--- src/rtl/step_input_cond.sv ---
// Button front end for a step counter: synchronizes and debounces up/down/load,
// then turns up/down presses into step pulses with hold-off and auto-repeat.
//
// state     | meaning
// ST_IDLE   | waiting for a fresh single-button debounced rise
// ST_HOLD   | first step issued, timing the hold-off before auto-repeat
// ST_REPEAT | auto-repeat, one step every REPEAT_CYCLES
module step_input_cond #(
   parameter int DB_CYCLES     = 8,
   parameter int HOLD_CYCLES   = 64,
   parameter int REPEAT_CYCLES = 16
) (
   input  logic       clk,
   input  logic       rst_n,
   input  logic       btn_up,
   input  logic       btn_down,
   input  logic       btn_load,
   input  logic [3:0] load_val,
   output logic       step_en,
   output logic       step_up,
   output logic       load,
   output logic [3:0] load_value
);

   typedef enum logic [1:0] {ST_IDLE, ST_HOLD, ST_REPEAT} state_t;

   localparam logic [7:0]  DB_TC   = 8'(DB_CYCLES - 1);
   localparam logic [15:0] HOLD_TC = 16'(HOLD_CYCLES - 1);
   localparam logic [15:0] REP_TC  = 16'(REPEAT_CYCLES - 1);

   // bit 0 = up, bit 1 = down, bit 2 = load
   logic [2:0]      btn_s1_q, btn_s2_q;
   logic [3:0]      lv_s1_q, lv_s2_q;
   logic [2:0]      deb_q, deb_d, deb_prev_q, rise;
   logic [2:0][7:0] db_cnt_q, db_cnt_d;

   state_t      state_q, state_d;
   logic [15:0] timer_q, timer_d;
   logic        step_en_q, step_en_d;
   logic        step_up_q, step_up_d;
   logic        load_q, load_d;
   logic [3:0]  load_value_q, load_value_d;
   logic        active_held, other_held;

   always_comb begin
      deb_d    = deb_q;
      db_cnt_d = db_cnt_q;
      for (int i = 0; i < 3; i++) begin
         if (btn_s2_q[i] == deb_q[i]) begin
            db_cnt_d[i] = '0;
         end else if (db_cnt_q[i] == DB_TC) begin
            deb_d[i]    = ~deb_q[i];
            db_cnt_d[i] = '0;
         end else begin
            db_cnt_d[i] = db_cnt_q[i] + 8'd1;
         end
      end
   end

   assign rise        = deb_q & ~deb_prev_q;
   assign active_held = step_up_q ? deb_q[0] : deb_q[1];
   assign other_held  = step_up_q ? deb_q[1] : deb_q[0];

   always_comb begin
      state_d      = state_q;
      timer_d      = timer_q;
      step_en_d    = 1'b0;
      step_up_d    = step_up_q;
      load_d       = rise[2];
      load_value_d = rise[2] ? lv_s2_q : load_value_q;
      case (state_q)
         ST_IDLE: begin
            if (rise[0] && !deb_q[1]) begin
               step_en_d = 1'b1;
               step_up_d = 1'b1;
               timer_d   = '0;
               state_d   = ST_HOLD;
            end else if (rise[1] && !deb_q[0]) begin
               step_en_d = 1'b1;
               step_up_d = 1'b0;
               timer_d   = '0;
               state_d   = ST_HOLD;
            end
         end
         ST_HOLD: begin
            if (!active_held || other_held) begin
               state_d = ST_IDLE;
            end else if (timer_q == HOLD_TC) begin
               step_en_d = 1'b1;
               timer_d   = '0;
               state_d   = ST_REPEAT;
            end else begin
               timer_d = timer_q + 16'd1;
            end
         end
         ST_REPEAT: begin
            if (!active_held || other_held) begin
               state_d = ST_IDLE;
            end else if (timer_q == REP_TC) begin
               step_en_d = 1'b1;
               timer_d   = '0;
            end else begin
               timer_d = timer_q + 16'd1;
            end
         end
         default: state_d = ST_IDLE;
      endcase
      // a load request wins over any step activity and cancels repeat
      if (rise[2]) begin
         step_en_d = 1'b0;
         timer_d   = '0;
         state_d   = ST_IDLE;
      end
   end

   always_ff @(posedge clk or negedge rst_n) begin
      if (!rst_n) begin
         btn_s1_q     <= '0;
         btn_s2_q     <= '0;
         lv_s1_q      <= '0;
         lv_s2_q      <= '0;
         deb_q        <= '0;
         deb_prev_q   <= '0;
         db_cnt_q     <= '0;
         state_q      <= ST_IDLE;
         timer_q      <= '0;
         step_en_q    <= 1'b0;
         step_up_q    <= 1'b0;
         load_q       <= 1'b0;
         load_value_q <= '0;
      end else begin
         btn_s1_q     <= {btn_load, btn_down, btn_up};
         btn_s2_q     <= btn_s1_q;
         lv_s1_q      <= load_val;
         lv_s2_q      <= lv_s1_q;
         deb_q        <= deb_d;
         deb_prev_q   <= deb_q;
         db_cnt_q     <= db_cnt_d;
         state_q      <= state_d;
         timer_q      <= timer_d;
         step_en_q    <= step_en_d;
         step_up_q    <= step_up_d;
         load_q       <= load_d;
         load_value_q <= load_value_d;
      end
   end

   assign step_en    = step_en_q;
   assign step_up    = step_up_q;
   assign load       = load_q;
   assign load_value = load_value_q;

endmodule

--- config.mk ---
export PLATFORM = sky130hd
export DESIGN_NAME = step_input_cond
export DESIGN_NICKNAME = d
export VERILOG_FILES = /design/src/rtl/step_input_cond.sv
export SDC_FILE = /design/constraint.sdc
export NUM_CORES = 1
export LEC_CHECK = 0
export ABC_CLOCK_PERIOD_IN_PS = 2420
export BUFFER_PORTS_ARGS = -buffer_cell sky130_fd_sc_hd__buf_2
export CORE_MARGIN = 1.5
export CORE_UTILIZATION = 40
export DETAILED_ROUTE_END_ITERATION = 6
export GPL_TIMING_DRIVEN = 0
export PLACE_DENSITY = 0.69
export SLEW_MARGIN = 20
export SYNTH_ARGS = -nofsm -noshare
export SYNTH_HDL_FRONTEND = slang
export SYNTH_SLANG_ARGS = --single-unit
--- constraint.sdc ---
create_clock -name clk -period 2.42 [get_ports clk]
set_clock_uncertainty 0.2 [all_clocks]
set_input_delay 0.484 -clock clk [delete_from_list [all_inputs] [get_ports clk]]
set_output_delay 0.484 -clock clk [all_outputs]
set_load 0.005 [all_outputs]
==> results of run 1 <==
==> routing by layer <==
metal,GRT usage,part of all wire,vias up
met2,0.225,0.45,37
li1,-,-,1122
met1,0.191,0.51,1124
met3,0.0271,0.026,9
met4,0.0782,0.019,0
met5,0,0,-
==> cells in the mapped netlist (all sizes together) <==
cell type  count  share of area
a2111o         1         0.0035
a211o          1         0.0027
a21o           2         0.0047
a21oi          3         0.0059
a22o           9          0.025
a31o           8          0.022
a31oi          2         0.0086
a32oi          2         0.0055
and2           5         0.0098
and3          11          0.022
and4           3         0.0082
buf            4         0.0090
clkbuf         6         0.0070
clkinv         1         0.0012
dfrtp         69           0.54
ha             8          0.031
inv            8         0.0094
mux2           3          0.011
nand2         25          0.029
nand2b         3         0.0059
nand3         22          0.034
nand3b         2         0.0047
nand4          6          0.012
nor2          35          0.041
nor3           5         0.0094
nor3b          1         0.0023
nor4           3         0.0059
o2111ai        1         0.0027
o211a          3         0.0094
o211ai         1         0.0023
o21a           2         0.0047
o21ai          9          0.014
o221ai         1         0.0027
o2bb2ai        1         0.0027
o311ai         1         0.0082
o31ai          4          0.011
or2            3         0.0059
or3            2         0.0039
or3b           1         0.0035
or4            2         0.0047
xnor2          5          0.014
xor2          15          0.041
==> state kept, by name (all words and copies together) (netlist names) <==
name        flops
state_q         2
load            1
btn_s2_q        3
deb_q           3
lv_s2_q         4
lv_s1_q         4
step_en         1
deb_prev_q      3
db_cnt_q       24
btn_s1_q        3
timer_q        16
load_value      4
step_up         1
==> worst reg2reg max path, stage by stage (launching register included) <==
cell	delay, ps
dfrtp_1	370
buf_4	140
ha_2	200
or2_4	250
a31oi_4	200
a21oi_4	110
or3_1	390
buf_6	150
o311ai_4	230
==> worst max path at each step <==
| stage | start | end | slack, ps | depth (start not counted) |
|---|---|---|---|---|
| after floorplan | state_q[0] | timer_q[8] | 70 | 8 |
| after global placement | timer_q[0] | timer_q[10] | -110 | 7 |
| after detailed placement | timer_q[0] | timer_q[15] | -110 | 7 |
| after CTS | state_q[1] | timer_q[8] | 10 | 8 |
| after global routing | state_q[1] | timer_q[8] | -5 | 8 |
| final | state_q[0] | timer_q[8] | 90 | 8 |
==> where the power goes <==
group	leakage (nW)	switching, mW	total [mW]	internal [mW]
combinational	0.742	0.600	1.14	0.537
sequential	0.907	0.130	1.46	1.33
clock	0.0860	0.419	0.789	0.369
==> what timing repair did <==
action,CTS,global route
pin swaps,0,2
hold buffers,1,0
hold endpoints to repair,30,0
resized for setup,5,6
buffers inserted,0,5
gates cloned,0,0
endpoints found under the setup margin,16,15
==> area by class of cell <==
type / instances / area (um^2)
clock buffers: 10 / 128
fillers: 711 / 4060
flip-flops and latches: 69 / 1730
well taps: 102 / 128
clock inverters: 6 / 40.0
repair buffers: 22 / 145
inverters: 9 / 33.8
multi-input cells: 211 / 1420
plain buffers: 9 / 48.8
==> logic make-up after synthesis <==
| group | Yosys count |
|---|---|
| compound gates | 51 |
| buf+inv | 19 |
| simple gates | 129 |
| xor+xnor | 20 |
| mux | 3 |
| flops | 69 |
| fa+ha+maj | 8 |
==> metrics by stage <==
step	utilization	power, mW
after floorplan	-	2.21
after global placement	0.440	2.45
after detailed placement	0.443	2.48
after CTS	0.468	3.33
after global routing	0.475	3.60
final	0.475	3.39
==> metrics.md, run 1 <==
| Metric | Value |
|---|---|
| Outcome | `completed` |
| Hold Path Depth | `1` |
| DR pass1 iterations | `4` |
| CP peak stage delay | `390 ps` |
| Die X | `between 90 and 100 um` |
| Worst Slack Setup Final | `about 86 ps` |
| Crit path time final | `approximately 2300 ps` |
| Final HPWL DP | `approximately 3.8 mm` |
| Most common cell after layout, fill and taps aside | `dfrtp_1` |
| Leakage power | `between 1.5 and 2 nW` |
| Max-Cap Viols | `0` |
| Post-synthesis compound-gate area fraction | `0.135` |
| Crit-path slowest cell | `or3_1` |
| Die area | `8550 um^2` |
| Synth Warn # | `0` |
| Non-Filler Instances | `~440` |
| Placed Area | `approximately 3400 um^2` |
| IO Port Bufs | `15` |
| Tot GR Track Use | `0.145` |
| Synth Area in XOR/XNOR | `0.0547` |
| Core footprint | `a little under 8000 um^2` |
| Later-pin clock latency in the skew report | `between 300 and 400 ps` |
| WL final | `~5.7 mm` |
| TritonCTS Buffers | `9` |
| Layout Nets | `between 300 and 400` |
| Root Driver | `clkbuf_8` |
| Inst Count DP | `about 420` |
| TNS Setup | `0 ps` |
| Mapped Area | `around 3200 um^2` |
| Post-synthesis sequential area ratio | `0.539` |
| Flops & latches, synth | `between 60 and 70` |
| Starting density of the core | `0.414` |
| Worst hold slack | `between 40 and 50 ps` |
| Remaining DRCs | `0` |
| N_diodes | `0` |
| Vias in the first global route | `2138` |
| Worst relative slew slack | `0.509` |
| Hold path start | `btn_up` |
| Maximum vdd drop | `about 0.61 mV` |
| Worst-path cell chain | `buf_4 > ha_2 > or2_4 > a31oi_4 > a21oi_4 > or3_1 > buf_6 > o311ai_4` |
| R2R cell count | `8` |
| CP endpoint kind | `flip-flop` |
| Clock transition at path regs | `around 80 ps` |
| Clock sink count | `69` |
| R2R Path End | `timer_q[8]` |
| Final ANT Viol Nets | `0` |
| Adder-cell share of the synthesized area | `0.0313` |
| GPL Wtd Cong | `approximately 0.80` |
| Cell family with most CP delay | `simple AND/OR/NAND/NOR gates` |
| Slew @ Worst Pin | `730 ps` |
| Distinct cells, synth | `48` |
| Post-Synth Simple-Gate Area | `0.202` |
| Share of cells above drive strength 1 | `0.199` |
| Bufs and invs on worst path | `2` |
| Vias/cell | `between 5 and 6` |
| Grt ovf | `0` |
| Max-slew violations | `0` |
| 1st-iter DRT viols | `between 150 and 200` |
| DR WL/cell | `between 10 and 15 um` |
| Post-route cell area | `roughly 3700 um^2` |
| FMAX | `0.429 GHz` |
| Hold Path End | `btn_s1_q[0]` |
| Hold Path Class | `in2reg` |
| DR vias | `2292` |
| Number of core rows | `32` |
| Initial antenna violation count | `0` |
| Req. time, crit path | `roughly 2500 ps` |
| Largest family of logic cells by synthesized area | `simple AND/OR/NAND/NOR gates` |
| Area grow syn2layout | `14.7%` |
| Die Y | `approximately 92 um` |
| Startpoint types | `flip-flop` |
| Synthesized area per cell | `10.7 um^2` |
| Cell Pwr Density | `about 900 nW/um^2` |
| Final Hold Violating Endpoints | `0` |
| Syn Inst Count | `around 300` |
| DP Worst Slack | `-110 ps` |
| Synthesized net count | `~320` |
| Setup violators final | `0` |
| Crit path DAT | `approximately 2400 ps` |
| Max FO, Critical Path | `8` |
| Setup CP Type | `reg2reg` |
| Largest net degree at the start of global routing | `40` |
| FF-to-FF Start | `state_q[0]` |
| Bufs on Longest Clock Path | `2` |
| Most frequent cells in the layout | `dfrtp_1 (67), nor2_1 (35), nand2_1 (25), nand3_1 (22), buf_2 (16)` |
| I/O pins | `16` |
| First-pass GRT wire length | `9.70 mm` |
| TritonCTS clock tree | `built` |
| Fin crit share | `0.964` |
| Reg2reg setup slack | `between 80 and 90 ps` |
| Mux cell area share after synthesis | `0.0106` |
| H-tree Lvls | `3` |
No activity file was read; power rests on OpenSTA's default activity.
==> run 2: changes to the inputs <==
--- a/config.mk
+++ b/config.mk
@@ -11,6 +11,7 @@
 export CORE_UTILIZATION = 40
 export DETAILED_ROUTE_END_ITERATION = 6
 export GPL_TIMING_DRIVEN = 0
+export MAX_ROUTING_LAYER = met4
 export PLACE_DENSITY = 0.69
 export SLEW_MARGIN = 20
 export SYNTH_ARGS = -nofsm -noshare
==> run 2 against run 1 <==
Against the previous run: first-iteration DRC count increased by 1.8%; register-to-register slack about the same; non-clock buffer count unchanged; sequential cell count unchanged; final cell count unchanged; die area unchanged; critical path depth unchanged; hold slack improved by 1.3 ps; count of clock-buffer cells in the layout unchanged; combinational power about the same; clock power about the same.
==> metrics.md, run 2 (synthesis gave the netlist of run 1 again) <==
| Metric | Value |
|---|---|
| DR pass1 iterations | `4` |
| Layout Nets | `around 350` |
| Maximum vdd drop | `0.614 mV` |
| FMAX | `between 0.4 and 0.5 GHz` |
| TritonCTS clock tree | `built` |
| Non-Filler Instances | `~440` |
| Area grow syn2layout | `14.7%` |
| Remaining DRCs | `0` |
| WL final | `5.66 mm` |
| Crit path time final | `around 2300 ps` |
| Post-route cell area | `3670 um^2` |
| Max-slew violations | `0` |
| 1st-iter DRT viols | `172` |
| Root Driver | `clkbuf_8` |
| CP endpoint kind | `flip-flop` |
| I/O pins | `16` |
| Worst Slack Setup Final | `~80 ps` |
| DR vias | `between 2000 and 2500` |
| Clock power share | `0.232` |
| Setup violators final | `0` |
| Register area | `approximately 1700 um^2` |
| Worst relative slew slack | `0.509` |
| TNS Setup | `0 ps` |
| Setup CP Type | `reg2reg` |
| Worst Setup SP | `state_q[0]` |
| Max-Cap Viols | `0` |
| Final ANT Viol Nets | `0` |
| Top Registers | `db_cnt_q: 24 flops, timer_q: 16 flops` |
| Initial antenna violation count | `0` |
| Slew @ Worst Pin | `730 ps` |
| Vias/cell | `5.25` |
| Inst Count DP | `~420` |
| Max FFs per register | `24` |
| Outcome | `completed` |
| Largest net degree at the start of global routing | `40` |
| FF-to-FF Start | `state_q[0]` |
| DR WL/cell | `approximately 13 um` |
| Internal | `around 2.2 mW` |
| N_diodes | `0` |
| Most frequent cells in the layout | `dfrtp_1 (67), nor2_1 (35), nand2_1 (25), nand3_1 (22), buf_2 (16)` |
| Fin crit share | `0.966` |
| Cell Pwr Density | `~920 nW/um^2` |
| Req. time, crit path | `2470 ps` |
| Crit path DAT | `2380 ps` |
| Die Y | `just over 90 um` |
| DP Worst Slack | `-110 ps` |
| Die X | `between 90 and 100 um` |
| Core footprint | `approximately 7700 um^2` |
| Clock sink count | `69` |
| GPL Wtd Cong | `slightly above 0.8` |
| Max FO, Critical Path | `8` |
| First-pass GRT wire length | `between 9 and 10 mm` |
| Leakage power | `about 1.7 nW` |
| Hold Path Class | `in2reg` |
| Bufs on Longest Clock Path | `2` |
| Die area | `8550 um^2` |
| Fillers | `roughly 700` |
| Clock transition at path regs | `80 ps` |
| Number of core rows | `32` |
| Placed Area | `~3400 um^2` |
| Most common cell after layout, fill and taps aside | `dfrtp_1` |
| Share of cells above drive strength 1 | `0.199` |
| Hold path start | `btn_up` |
| Later-pin clock latency in the skew report | `roughly 340 ps` |
| Starting density of the core | `0.414` |
| Largest Register | `db_cnt_q` |
| Vias in the first global route | `2136` |
| Final Hold Violating Endpoints | `0` |
| Tot GR Track Use | `0.149` |
| Final HPWL DP | `3.82 mm` |
| TritonCTS Buffers | `9` |
| H-tree Lvls | `3` |
| Switching part of the total | `0.340` |
| Seq pwr share | `0.431` |
| Grt ovf | `0` |
| Sw Pwr | `1.15 mW` |
| IO Port Bufs | `15` |
| Area of the multi-input gates | `1420 um^2` |
| Combinational Power Share | `0.336` |
| Startpoint types | `flip-flop` |
==> run 2: cell counts in the layout (fill, tap and decap cells not counted) <==
No cell type changed its count.
==> run 2: cell type report <==
| cell class | instances | share of cell area |
|---|---|---|
| Clock buffer | 10 | 0.0348 |
| Multi-Input combinational cell | 211 | 0.387 |
| Buffer | 9 | 0.0133 |
| Sequential cell | 69 | 0.471 |
| Inverter | 9 | 0.00920 |
| Tap cell | 102 | 0.0348 |
| Clock inverter | 6 | 0.0109 |
| Timing Repair Buffer | 22 | 0.0395 |
==> run 2: metal layers <==
metal	global-route usage	vias up	part of all wire
met3	0.0271	9	0.036
met1	0.191	1125	0.50
met4	0.0782	0	0.019
li1	-	1124	-
met5	-	-	0
met2	0.225	43	0.45
==> run 2: critical path, stage by stage (launching register included) <==
cell and delay (ps):
dfrtp_1 370, buf_4 140, ha_2 200, or2_4 250, a31oi_4 200, a21oi_4 110
or3_1 390, buf_6 150, o311ai_4 230
==> run 2: per-stage QoR <==
step	hold slack (ps)	utilization	total power [mW]
after floorplan	-11.6	-	2.21
after global placement	133	0.440	2.45
after detailed placement	137	0.443	2.48
after CTS	26.0	0.468	3.33
after global routing	28.6	0.475	3.61
final	44.8	0.475	3.39
==> run 2: repair_timing <==
| action | CTS | global route |
|---|---|---|
| setup endpoints to repair | 16 | 15 |
| pin swaps | 0 | 2 |
| endpoints found under the hold margin | 30 | 0 |
| hold buffers | 1 | 0 |
| buffers inserted | 0 | 5 |
| resized for setup | 5 | 6 |
==> run 2: path summary, 6_finish.rpt <==
kind | end | slack, ps | depth (start not counted)
worst max-delay path | timer_q[8] | 80 | 8
worst min-delay path | btn_s1_q[0] | 40 | 1
worst max register to register | timer_q[8] | 80 | 8
worst min register to register | btn_s2_q[2] | 150 | 0
max in group asynchronous | timer_q[14] | 1070 | 3
min in group asynchronous | db_cnt_q[10] | 420 | 2
==> run 2: power by group through the flow <==
stage | logic (mW) | registers, mW | clock network [mW]
floorplan | 0.758 | 1.46 | 0
global placement | 0.977 | 1.48 | 0
detailed placement | 1.00 | 1.48 | 0
CTS | 1.04 | 1.46 | 0.823
global route | 1.26 | 1.49 | 0.862
finish | 1.14 | 1.46 | 0.787
==> run 3: changes to the inputs <==
--- a/config.mk
+++ b/config.mk
@@ -5,7 +5,7 @@
 export SDC_FILE = /design/constraint.sdc
 export NUM_CORES = 1
 export LEC_CHECK = 0
-export ABC_CLOCK_PERIOD_IN_PS = 2420
+export ABC_CLOCK_PERIOD_IN_PS = 2100
 export BUFFER_PORTS_ARGS = -buffer_cell sky130_fd_sc_hd__buf_2
 export CORE_MARGIN = 1.5
 export CORE_UTILIZATION = 40
==> constraint.sdc (replaced) <==
create_clock -name clk -period 2.1 [get_ports clk]
set_clock_uncertainty 0.2 [all_clocks]
set_input_delay 0.42 -clock clk [delete_from_list [all_inputs] [get_ports clk]]
set_output_delay 0.42 -clock clk [all_outputs]
set_load 0.005 [all_outputs]
==> run 3 against run 2 <==
Against the previous run: the flow now finishes with violations (negative setup slack); first-iteration DRC count down 38%; cell area grew 11%; highest routed layer unchanged; register-to-register slack lost 170 ps; fmax increased by 7.0%.
==> metrics.md, run 3 (synthesis gave the netlist of run 1 again) <==
| Metric | Value |
|---|---|
| R2R Path End | `timer_q[8]` |
| Hold Path Class | `reg2reg` |
| Most frequent cells in the layout | `dfrtp_1 (64), nor2_1 (35), nand2_1 (25), nand3_1 (20), buf_4 (17)` |
| Later-pin clock latency in the skew report | `350 ps` |
| Max FFs per register | `24` |
| Final HPWL DP | `between 4 and 5 mm` |
| IO Port Bufs | `15` |
| Slew @ Worst Pin | `approximately 500 ps` |
| Hold Path Depth | `0` |
| CP endpoint kind | `flip-flop` |
| Crit path time final | `between 2000 and 2500 ps` |
| Clock transition at path regs | `70 ps` |
| RSZ-0062 raised after global routing | `yes` |
| FMAX | `0.458 GHz` |
| Clock sink count | `69` |
| Worst Slack Setup Final | `-84.0 ps` |
| Layout Nets | `around 370` |
| Area grow syn2layout | `26.8%` |
| Max-Cap Viols | `0` |
| Root Driver | `clkbuf_8` |
| Bufs on Longest Clock Path | `2` |
| Crit path DAT | `2240 ps` |
| Inst Count DP | `~420` |
| Largest Register | `db_cnt_q` |
| Startpoint types | `flip-flop` |
| Vias in the first global route | `~2400` |
| Number of core rows | `32` |
| Cell family with most CP delay | `simple AND/OR/NAND/NOR gates` |
| Share of cells above drive strength 1 | `0.280` |
| Initial antenna violation count | `0` |
| WL final | `approximately 6.3 mm` |
| Grt ovf | `0` |
| Crit-path slowest cell | `or3b_4` |
| Max FO, Critical Path | `7` |
| Leakage power | `roughly 1.9 nW` |
| Final ANT Viol Nets | `0` |
| Violated checks | `negative setup slack` |
| 1st-iter DRT viols | `roughly 110` |
| Core footprint | `between 7000 and 8000 um^2` |
| Setup violators final | `15` |
| TritonCTS clock tree | `built` |
| Maximum vdd drop | `between 0.6 and 0.7 mV` |
| Worst relative slew slack | `0.668` |
| Remaining DRCs | `0` |
| Worst path most repeated cell | `buf_6` |
| Die area | `8550 um^2` |
| R2R cell count | `7` |
| N_diodes | `0` |
| Req. time, crit path | `roughly 2200 ps` |
| DR WL/cell | `approximately 14 um` |
| FF-to-FF Start | `deb_q[1]` |
| Worst-path cell chain | `buf_6 > or3b_4 > a31oi_4 > a21oi_4 > or3_1 > buf_6 > o311ai_4` |
| Setup CP Type | `reg2reg` |
| Hold path start | `btn_s1_q[1]` |
| CP peak stage delay | `roughly 400 ps` |
| Non-Filler Instances | `about 460` |
| Hold Path End | `btn_s2_q[1]` |
| First-pass GRT wire length | `~11 mm` |
| Reg2reg setup slack | `-80 ps` |
| I/O pins | `16` |
| Worst hold slack | `around 140 ps` |
| TritonCTS Buffers | `9` |
| Tot GR Track Use | `0.168` |
| Die Y | `slightly above 90 um` |
| Largest net degree at the start of global routing | `43` |
| Vias/cell | `around 5.2` |
| Final Hold Violating Endpoints | `0` |
| Outcome | `complete, but fails checks` |
| DR vias | `approximately 2400` |
| Die X | `roughly 92 um` |
| Bufs and invs on worst path | `2` |
| H-tree Lvls | `3` |
| Most common cell after layout, fill and taps aside | `dfrtp_1` |
| Cell Pwr Density | `approximately 1100 nW/um^2` |
| Max-slew violations | `0` |
| GPL Wtd Cong | `around 0.80` |
| Fin crit share | `1.04` |
| Top Registers | `db_cnt_q: 24 flops, timer_q: 16 flops` |
| DR pass1 iterations | `4` |
| Starting density of the core | `0.414` |
==> run 3: what timing repair did <==
| action | 4_1_cts | 5_1_grt |
|---|---|---|
| pin swaps | 5 | 26 |
| setup buffers | 11 | 7 |
| hold buffers | 8 | 0 |
| gates cloned | 0 | 1 |
| endpoints found under the hold margin | 34 | 0 |
| setup endpoints to repair | 17 | 25 |
| resized for setup | 16 | 29 |
==> run 3: power breakdown <==
| part | total (mW) | internal, mW | switching (mW) |
|---|---|---|---|
| Combinational | 1.56 | 0.776 | 0.780 |
| Clock | 1.09 | 0.583 | 0.502 |
| Sequential | 1.69 | 1.54 | 0.155 |
==> run 3: through the flow <==
stage                     utilization  instance area [um^2]  TNS [ps]  worst slack [ps]  power [mW]
after CTS                       0.502                  3880     -1020              -118        4.17
after detailed placement        0.447                  3460     -4370              -348        2.93
after global placement          0.444                  3430     -3860              -297        2.87
after global routing            0.525                  4060     -1480              -155        4.62
after floorplan                     -                  3230     -17.9             -17.9        2.59
final                           0.525                  4060      -496             -84.0        4.33
==> run 3: routing by layer <==
metal | vias to the layer above | GRT usage | share of wire
met4 | 0 | 0.0769 | 0.0061
met1 | 1169 | 0.195 | 0.46
met2 | 35 | 0.273 | 0.51
li1 | 1173 | - | -
met3 | 4 | 0.0443 | 0.029
met5 | - | - | 0
==> run 3: worst max path at each step <==
stage,from,end,slack (ps),depth (start not counted)
3_5_place_dp,state_q[1],timer_q[5],-350,8
2_1_floorplan,deb_q[1],timer_q[8],-20,7
3_3_place_gp,state_q[1],timer_q[15],-300,8
4_1_cts,state_q[0],timer_q[8],-120,8
5_1_grt,deb_q[1],timer_q[8],-160,7
6_report,deb_q[1],timer_q[8],-80,7
==> run 3: layout make-up <==
type                    instances  area, um^2
plain buffers                   6        51.3
clock buffers                  11         141
clock inverters                 5        60.1
fillers                       671        3670
inverters                       9        40.0
multi-input cells             212        1580
flip-flops and latches         69        1730
well taps                     102         128
repair buffers                 42         324
